<file path="config.mk">
export PLATFORM = sky130hd
export DESIGN_NAME = fp_mult_sched
export DESIGN_NICKNAME = d
export VERILOG_FILES = /design/src/rtl/fp_mult_sched_pkg.sv /design/src/rtl/fp_mult_tag_pipe.sv /design/src/rtl/fp_mult_sched.sv
export SDC_FILE = /design/constraint.sdc
export NUM_CORES = 1
export LEC_CHECK = 0
export CAP_MARGIN = 25
export CORE_AREA = 2 2 118 120
export CTS_BUF_LIST = sky130_fd_sc_hd__clkbuf_2
export DETAILED_ROUTE_END_ITERATION = 7
export DIE_AREA = 0 0 120 122
export PLACE_DENSITY = 0.52
export SLEW_MARGIN = 20
export SYNTH_ARGS = -nofsm -noshare
export SYNTH_HDL_FRONTEND = slang
export SYNTH_SLANG_ARGS = --single-unit
</file>
<file path="constraint.sdc">
create_clock -name clk -period 3.5 [get_ports clk]
set_input_delay 0.525 -clock clk [delete_from_list [all_inputs] [get_ports clk]]
set_output_delay 0.525 -clock clk [all_outputs]
set_load 0.03 [all_outputs]
</file>
<file path="src/rtl/fp_mult_sched_pkg.sv">
// Shared definitions for the FP multiplier scheduler: format selectors,
// requester ids, the in-flight tag type and the round-robin pick.
`ifndef FP_MULT_SCHED_PKG_SV
`define FP_MULT_SCHED_PKG_SV

`define FP16 0
`define FP32 1
`define FP64 2
`define GET_EXP_LEN(f)      (((f) == `FP64) ? 11 : (((f) == `FP16) ? 5 : 8))
`define GET_MANTISSA_LEN(f) (((f) == `FP64) ? 52 : (((f) == `FP16) ? 10 : 23))

package fp_mult_sched_pkg;

   localparam logic REQ_A = 1'b0;
   localparam logic REQ_B = 1'b1;

   typedef struct packed {
      logic vld;
      logic id;
   } tag_t;

   // The requester that did not win last time takes a contended slot.
   function automatic logic rr_winner(input logic a_v, input logic b_v, input logic last);
      if (a_v && b_v) begin
         return ~last;
      end
      if (b_v) begin
         return REQ_B;
      end
      return REQ_A;
   endfunction

endpackage

`endif

</file>
<file path="src/rtl/fp_mult_tag_pipe.sv">
// Ownership tags travelling alongside the multiplier stages; entry LAT-1 is
// the head and lines up with the datapath result.
module fp_mult_tag_pipe
   import fp_mult_sched_pkg::*;
#(
   parameter int unsigned LAT = 4
) (
   input  logic clk,
   input  logic rst,
   input  logic flush,
   input  logic en,
   input  logic in_vld,
   input  logic in_id,
   output logic head_vld,
   output logic head_id
);

   tag_t [LAT-1:0] tag_q;
   tag_t [LAT-1:0] tag_d;
   tag_t           in_tag;

   assign in_tag = '{vld: in_vld, id: in_id};

   generate
      if (LAT == 1) begin : g_single
         always_comb tag_d = in_tag;
      end else begin : g_shift
         always_comb tag_d = {tag_q[LAT-2:0], in_tag};
      end
   endgenerate

   always_ff @(posedge clk) begin
      if (rst || flush) begin
         tag_q <= '0;
      end else if (en) begin
         tag_q <= tag_d;
      end
   end

   assign head_vld = tag_q[LAT-1].vld;
   assign head_id  = tag_q[LAT-1].id;

endmodule

</file>
<file path="src/rtl/fp_mult_sched.sv">
// Round-robin sharing of one fixed-latency FP multiplier between requesters
// A and B, with result steering and a global stall on consumer back-pressure.
module fp_mult_sched
   import fp_mult_sched_pkg::*;
#(
   parameter  int unsigned data_format = `FP32,
   parameter  int unsigned LAT         = 4,
   localparam int unsigned W  = 1 + `GET_EXP_LEN(data_format) + `GET_MANTISSA_LEN(data_format),
   localparam int unsigned CW = $clog2(LAT + 1)
) (
   input  logic          clk,
   input  logic          rst,
   input  logic          flush,
   input  logic          a_valid,
   input  logic          b_valid,
   output logic          a_ready,
   output logic          b_ready,
   input  logic [W-1:0]  a_op1,
   input  logic [W-1:0]  a_op2,
   input  logic [W-1:0]  b_op1,
   input  logic [W-1:0]  b_op2,
   output logic          a_res_valid,
   output logic          b_res_valid,
   input  logic          a_res_ready,
   input  logic          b_res_ready,
   output logic [W-1:0]  a_res,
   output logic [W-1:0]  b_res,
   output logic          dp_in_valid,
   output logic [W-1:0]  dp_op1,
   output logic [W-1:0]  dp_op2,
   output logic          dp_en,
   input  logic [W-1:0]  dp_result,
   output logic [CW-1:0] inflight
);

   logic          last_q;
   logic          last_d;
   logic [CW-1:0] inflight_q;
   logic [CW-1:0] inflight_d;
   logic          head_vld;
   logic          head_id;
   logic          owner_rdy;
   logic          winner;
   logic          issue;
   logic          accept;

   // Stall, arbitration and steering; reset forces the handshakes quiet.
   always_comb begin
      owner_rdy   = (head_id == REQ_B) ? b_res_ready : a_res_ready;
      dp_en       = rst | ~(head_vld & ~owner_rdy);
      winner      = rr_winner(a_valid, b_valid, last_q);
      issue       = dp_en & ~flush & ~rst & (a_valid | b_valid);
      accept      = ~rst & head_vld & owner_rdy;
      a_ready     = issue & (winner == REQ_A);
      b_ready     = issue & (winner == REQ_B);
      dp_in_valid = issue;
      a_res_valid = ~rst & head_vld & (head_id == REQ_A);
      b_res_valid = ~rst & head_vld & (head_id == REQ_B);
      dp_op1      = (winner == REQ_B) ? b_op1 : a_op1;
      dp_op2      = (winner == REQ_B) ? b_op2 : a_op2;
   end

   assign a_res = dp_result;
   assign b_res = dp_result;

   always_comb begin
      last_d     = last_q;
      inflight_d = inflight_q;
      if (issue) begin
         last_d = winner;
      end
      if (flush) begin
         inflight_d = '0;
      end else begin
         inflight_d = inflight_q + CW'(issue) - CW'(accept);
      end
   end

   always_ff @(posedge clk) begin
      if (rst) begin
         last_q     <= REQ_B;
         inflight_q <= '0;
      end else begin
         last_q     <= last_d;
         inflight_q <= inflight_d;
      end
   end

   assign inflight = inflight_q;

   fp_mult_tag_pipe #(.LAT(LAT)) u_tags (
      .clk      (clk),
      .rst      (rst),
      .flush    (flush),
      .en       (dp_en),
      .in_vld   (issue),
      .in_id    (winner),
      .head_vld (head_vld),
      .head_id  (head_id)
   );

endmodule

</file>
# --- Yosys cells after proc, flatten, opt, wreduce, memory -nomap -nowiden ---
# Cells that the tools add are included.
classes:
  multipliers: 0
  n_bitwise: 19
  n_reduce_logical: 3
  add_sub_neg: 2
  n_div: 0
  magnitude_cmp: 0
  shifts: 0
  mux: 10
  n_eq_ne: 0
op_table:
  columns: ["cell", "n"]
  rows:
  - ["2-to-1 mux 32 bit", 2]
  - ["bitwise AND 1 bit", 10]
  - ["2-to-1 mux 1 bit", 8]
  - ["NOT 1 bit", 7]
  - ["adder 3 x 1 -> 3 bit", 1]
  - ["subtractor 3 x 1 -> 3 bit", 1]
  - ["bitwise OR 1 bit", 2]
  - ["OR reduction 2 bit", 1]
  - ["logical AND 1 bit", 1]
  - ["logical OR 1 bit", 1]
word_totals:
  latchBits: 0
  input_bits: 167
  out_inout_bits: 137
  rom_bits: 0
  n_memories: 0
  reg_bits: 12
  ramBits: 0
  wordCells: 44

# --- Longest topological paths before layout ---
depth:
  word_depth: 10
  depth_mapped: 11
  mapped_depth_nobuf: 10

# --- Cells and area by module ---
# From an unflattened synthesis, not the netlist that was laid out.
unflattened:
  cells_unflattened: 195
  hier_area_um2: 1826.8
modules_own_cells:
  columns: ["module", "area_per_inst_um2", "cells_each", "instances", "seq_area_each_um2"]
  rows:
  - ["fp_mult_sched", 1531.5, 168, 1, 80.1]
  - ["fp_mult_tag_pipe", 295.3, 27, 1, 160.2]

# --- Least setup slack after synthesis ---
# OpenSTA, ideal clock, no wires.
synth_path:
  kind: "in2reg"
  from: "input port flush"
  to: "register inflight_q[2] (netlist: inflight[2])"
  path_buffers: 1
  path_slack_ns: 0.704
  setup_ns: 0.128
  cell_stages: 9
  t_required_ns: 3.372
  arrival_ns: 2.668
  path_cell_list: "or2_2 > clkbuf_1 > nor3_1 > ha_1 > inv_1 > fa_1 > xor2_1 > xnor2_1 > nor2_1"
synth_via:
  elab_chain_len: 6
  elab_cells_between_ends: 7
  cone_classes: "2 x add/sub; 4 x bitwise; 1 x reduce/logical"
synth_rtl:
  columns: ["item", "line", "text"]
  rows:
  - ["start, declared", "fp_mult_sched.sv:13", "input logic flush,"]
  - ["NOT 1 bit", "fp_mult_sched.sv:52", "issue = dp_en & ~flush & ~rst & (a_valid | b_valid);"]
  - ["bitwise AND 1 bit (3 in a row)", "fp_mult_sched.sv:52", null]
  - ["named net dp_in_valid", "fp_mult_sched.sv:28", "output logic dp_in_valid,"]
  - ["adder 3 x 1 -> 3 bit", "fp_mult_sched.sv:75", "inflight_d = inflight_q + CW'(issue) - CW'(accept);"]
  - ["subtractor 3 x 1 -> 3 bit", "fp_mult_sched.sv:75", null]
  - ["end signal, assigned", "fp_mult_sched.sv:85", "inflight_q <= inflight_d;"]
  - ["end, declared", "fp_mult_sched.sv:38", "logic [CW-1:0] inflight_q;"]
# The timed path passes the listed nets, and every way through them passes these cells.
# A chain may end at the register's enable or synchronous reset.

# --- Worst setup path after layout ---
layout_path:
  from: "input port b_valid"
  to: "output port dp_op1[3]"
layout_via:
  elab_chain_len: 5
  elab_cells_between_ends: 8
  cone_classes: "7 x mux; 1 x reduce/logical"
layout_rtl:
  columns: ["item", "line", "text"]
  rows:
  - ["start, declared", "fp_mult_sched.sv:15", "input logic b_valid,"]
  - ["2-to-1 mux 1 bit (2 in a row)", "fp_mult_sched_pkg.sv:27", "if (b_v) begin"]
  - ["2-to-1 mux 1 bit", "fp_mult_sched_pkg.sv:30", "return REQ_A;"]
  - ["2-to-1 mux 1 bit (*)", "fp_mult_sched_pkg.sv:27", null]
  - ["2-to-1 mux 32 bit (*)", "fp_mult_sched.sv:59", "dp_op1 = (winner == REQ_B) ? b_op1 : a_op1;"]
  - ["end, declared", "fp_mult_sched.sv:29", "output logic [W-1:0] dp_op1,"]
# Every way passes the cells marked *; elsewhere a longest branch is shown, timed or not. The select of a mux whose other input is x is not followed.

==> out/metrics.cfg <==
[outcome]
status=finished clean

[setup_path]
r2r_slack_ns=1.24
cp.buffers_inverters=3
crit_fanout=27
rr_worst_depth=10
r2r_start=u_tags.head_vld
crit_chain=clkdlybuf4s50_1 -> a21boi_4 -> buf_4 -> mux2_2 -> clkdlybuf4s50_1
setup.worst_path.class=input port to output pin
endpoint=dp_op1[3]
crit_required_ns=2.97
worst_path_largest_cell_delay_ns=0.60
crit_family=buffers and inverters
reg2reg_to=inflight[2]
end_kind=output pin
path_common_cell=clkdlybuf4s50_1
worst-path-stages=5
crit_start=b_valid
cp.arrival_ns=2.60
startpoint_type=input port
slowest_stage=clkdlybuf4s50_1

[logic_synthesis]
yosys_warnings=0
synth_cell_types=28
syn_avg_cell_area_um2=9.09
synth_cells=204
yosysSeqAreaShare_pct=13.0
ys_seq_elements=12
syn_nets=374
synth_area_um2=1850

[global_route]
antenna_found_initial=0
grt_pass1_vias=1996
grt_start_max_net_pins=41
grt_overflow=0
grt_pass1_wl_um=12000
groute.usage.overall_pct=10.5

[detailed_routing]
drc=0
routed_wl_um=8470
first_pass_iters=4
routedWlPerCell_um=16.2
drtAntennaViolNets=0
vias_per_cell=3.73
dr_total_vias=1955
drt-initial-drc-count=32

[timing]
hold_ws_ns=0.469
worst_pin_slew_ns=0.492
rsz0062_at_grt=false
maxSlewHeadroom_pct=67.1
fin_crit_ns=3.12
finalCritPeriodShare_pct=89.3
finalHoldViolations=0
worst_slack_ns=0.375
slew_violations=0
setup-violations-final=0
fin_skew_ns=0.00793
fmax_ghz=0.320
fin_setup_tns_ns=0

[final_layout]
drive_gt1_share_pct=22.4
diodes=0
fin_util_pct=27.2
syn2layout_area_growth_pct=98.2
layout.nets=515

[clock_tree]
clockBufferDepth=2
cts_made_buffers=3
clock_latency_ns=0.27
postCtsResizedCells=0
root_buffer=clkbuf_2
cts_tree=yes
holdBufCountCts=0
clkTransAtPathRegs_ns=0.12
cts_sinks=12
htree_levels=1
cts_setup_buffers=0

[place]
dp_slack_ns=0.362
io_buffers=207
finalWeightedCongestion=0.748
hpwl_um=7100

[floorplanning]
start_util_pct=13.7
die_h_um=122
fp.dieW_um=120
ios=304
core_area_um2=13500
die-area_um2=14600
num_rows=43

[pwr]
cellLeakagePower_nw=1.31
peakVddDrop_mv=0.112
powerDensity_nw_per_um2=210
total_power_w=0.000770

[flow_run]
cap_violations=0

[hold_path]
hp-class=flop to flop

==> worst register-to-register path, cell delays in order (launching register included) <==
cell	delay, ns
dfxtp_1	0.35
or2b_2	0.42
nor2_1	0.17
ha_1	0.24
inv_1	0.06
ha_1	0.14
inv_1	0.05
fa_1	0.38
xor2_1	0.17
xnor2_1	0.14
nor2_1	0.06
==> worst min-delay path by stage <==
stage | to | slack (ns) | cells after the start | startpoint
after CTS | u_tags.tag_d[4] | 0.47 | 2 | u_tags.tag_d[4]
final | u_tags.tag_d[4] | 0.47 | 2 | u_tags.tag_d[4]
after global routing | u_tags.tag_d[4] | 0.49 | 2 | u_tags.tag_d[4]
after floorplan | u_tags.head_vld | 0.44 | 2 | u_tags.tag_d[7]
after detailed placement | u_tags.tag_d[4] | 0.45 | 2 | u_tags.tag_d[4]
after global placement | u_tags.head_vld | 0.44 | 2 | u_tags.tag_d[7]
==> per-stage QoR <==
step / cell area, µm² / cells
after CTS: 3670 / 524
after floorplan: 1850 / 204
after global placement: 3660 / 520
after detailed placement: 3660 / 520
final: 3670 / 524
after global routing: 3670 / 524
==> sequential cells by signal, indices dropped and copies added (netlist names) <==
register         flops
inflight             3
u_tags.tag_d         6
u_tags.head_id       1
last_q               1
u_tags.head_vld      1
==> cells by family after synthesis <==
kind of cell | share of synthesized area (%)
DFF | 13.0
and+or+nand+nor | 7.83
AOI/OAI and AO/OA | 5.60
adders and majority gates | 2.43
muxes | 40.2
xor gates and xnor gates | 0.945
buffers and inverters | 30.0
==> placed cells by master (no fill, tap or decap), drive strengths merged, types with 2 or more instances in the layout <==
| cell type | count |
|---|---|
| nor3b | 3 |
| nor2 | 8 |
| clkbuf | 3 |
| clkdlybuf4s50 | 207 |
| nor2b | 2 |
| buf | 3 |
| nor3 | 2 |
| nand3 | 5 |
| a21oi | 7 |
| dfxtp | 12 |
| o21ai | 8 |
| ha | 2 |
| inv | 5 |
| mux2 | 65 |
==> power by group <==
| group | switching, W | internal, W |
|---|---|---|
| logic | 0.000248 | 0.000309 |
| registers | 0.00000201 | 0.000140 |
| clock network | 0.0000474 | 0.0000248 |
| total | 0.000297 | 0.000473 |
==> Yosys cell counts <==
master,count,area [µm²]
a211oi_1,1,7.51
a21boi_2,1,11.3
a21oi_1,7,35.0
a221o_1,1,10.0
and2_2,1,7.51
buf_2,4,20.0
buf_4,68,510
clkbuf_1,2,7.51
dfxtp_1,12,240
fa_1,1,20.0
ha_1,2,25.0
inv_1,4,15.0
inv_2,1,3.75
mux2_2,64,721
mux2_4,1,15.0
mux2i_1,1,10.0
nand3_1,5,25.0
nor2_1,7,26.3
nor2_8,1,20.0
nor2b_1,2,12.5
nor3_1,2,10.0
nor3b_1,3,22.5
nor4_1,1,6.26
o21ai_0,8,40.0
or2_2,1,6.26
or2b_2,1,8.76
xnor2_1,1,8.76
xor2_1,1,8.76
==> layout make-up <==
type	instances	area [µm²]
repair buffers	210	2110
fillers	1424	9830
inverters	5	18.8
clock buffers	3	15.0
well taps	180	225
flip-flops and latches	12	240
multi-input cells	113	1060
clock inverters	1	3.75
==> routing by layer <==
| metal | track usage (%) | up-vias | part of all wire (%) |
|---|---|---|---|
| met5 | 0 | - | 0 |
| met4 | 1.18 | 0 | 0.50 |
| met3 | 3.14 | 4 | 9.4 |
| met2 | 16.7 | 152 | 46 |
| met1 | 14.4 | 883 | 44 |
| li1 | - | 916 | - |
Note: power is estimated with default switching activity, not from simulation.
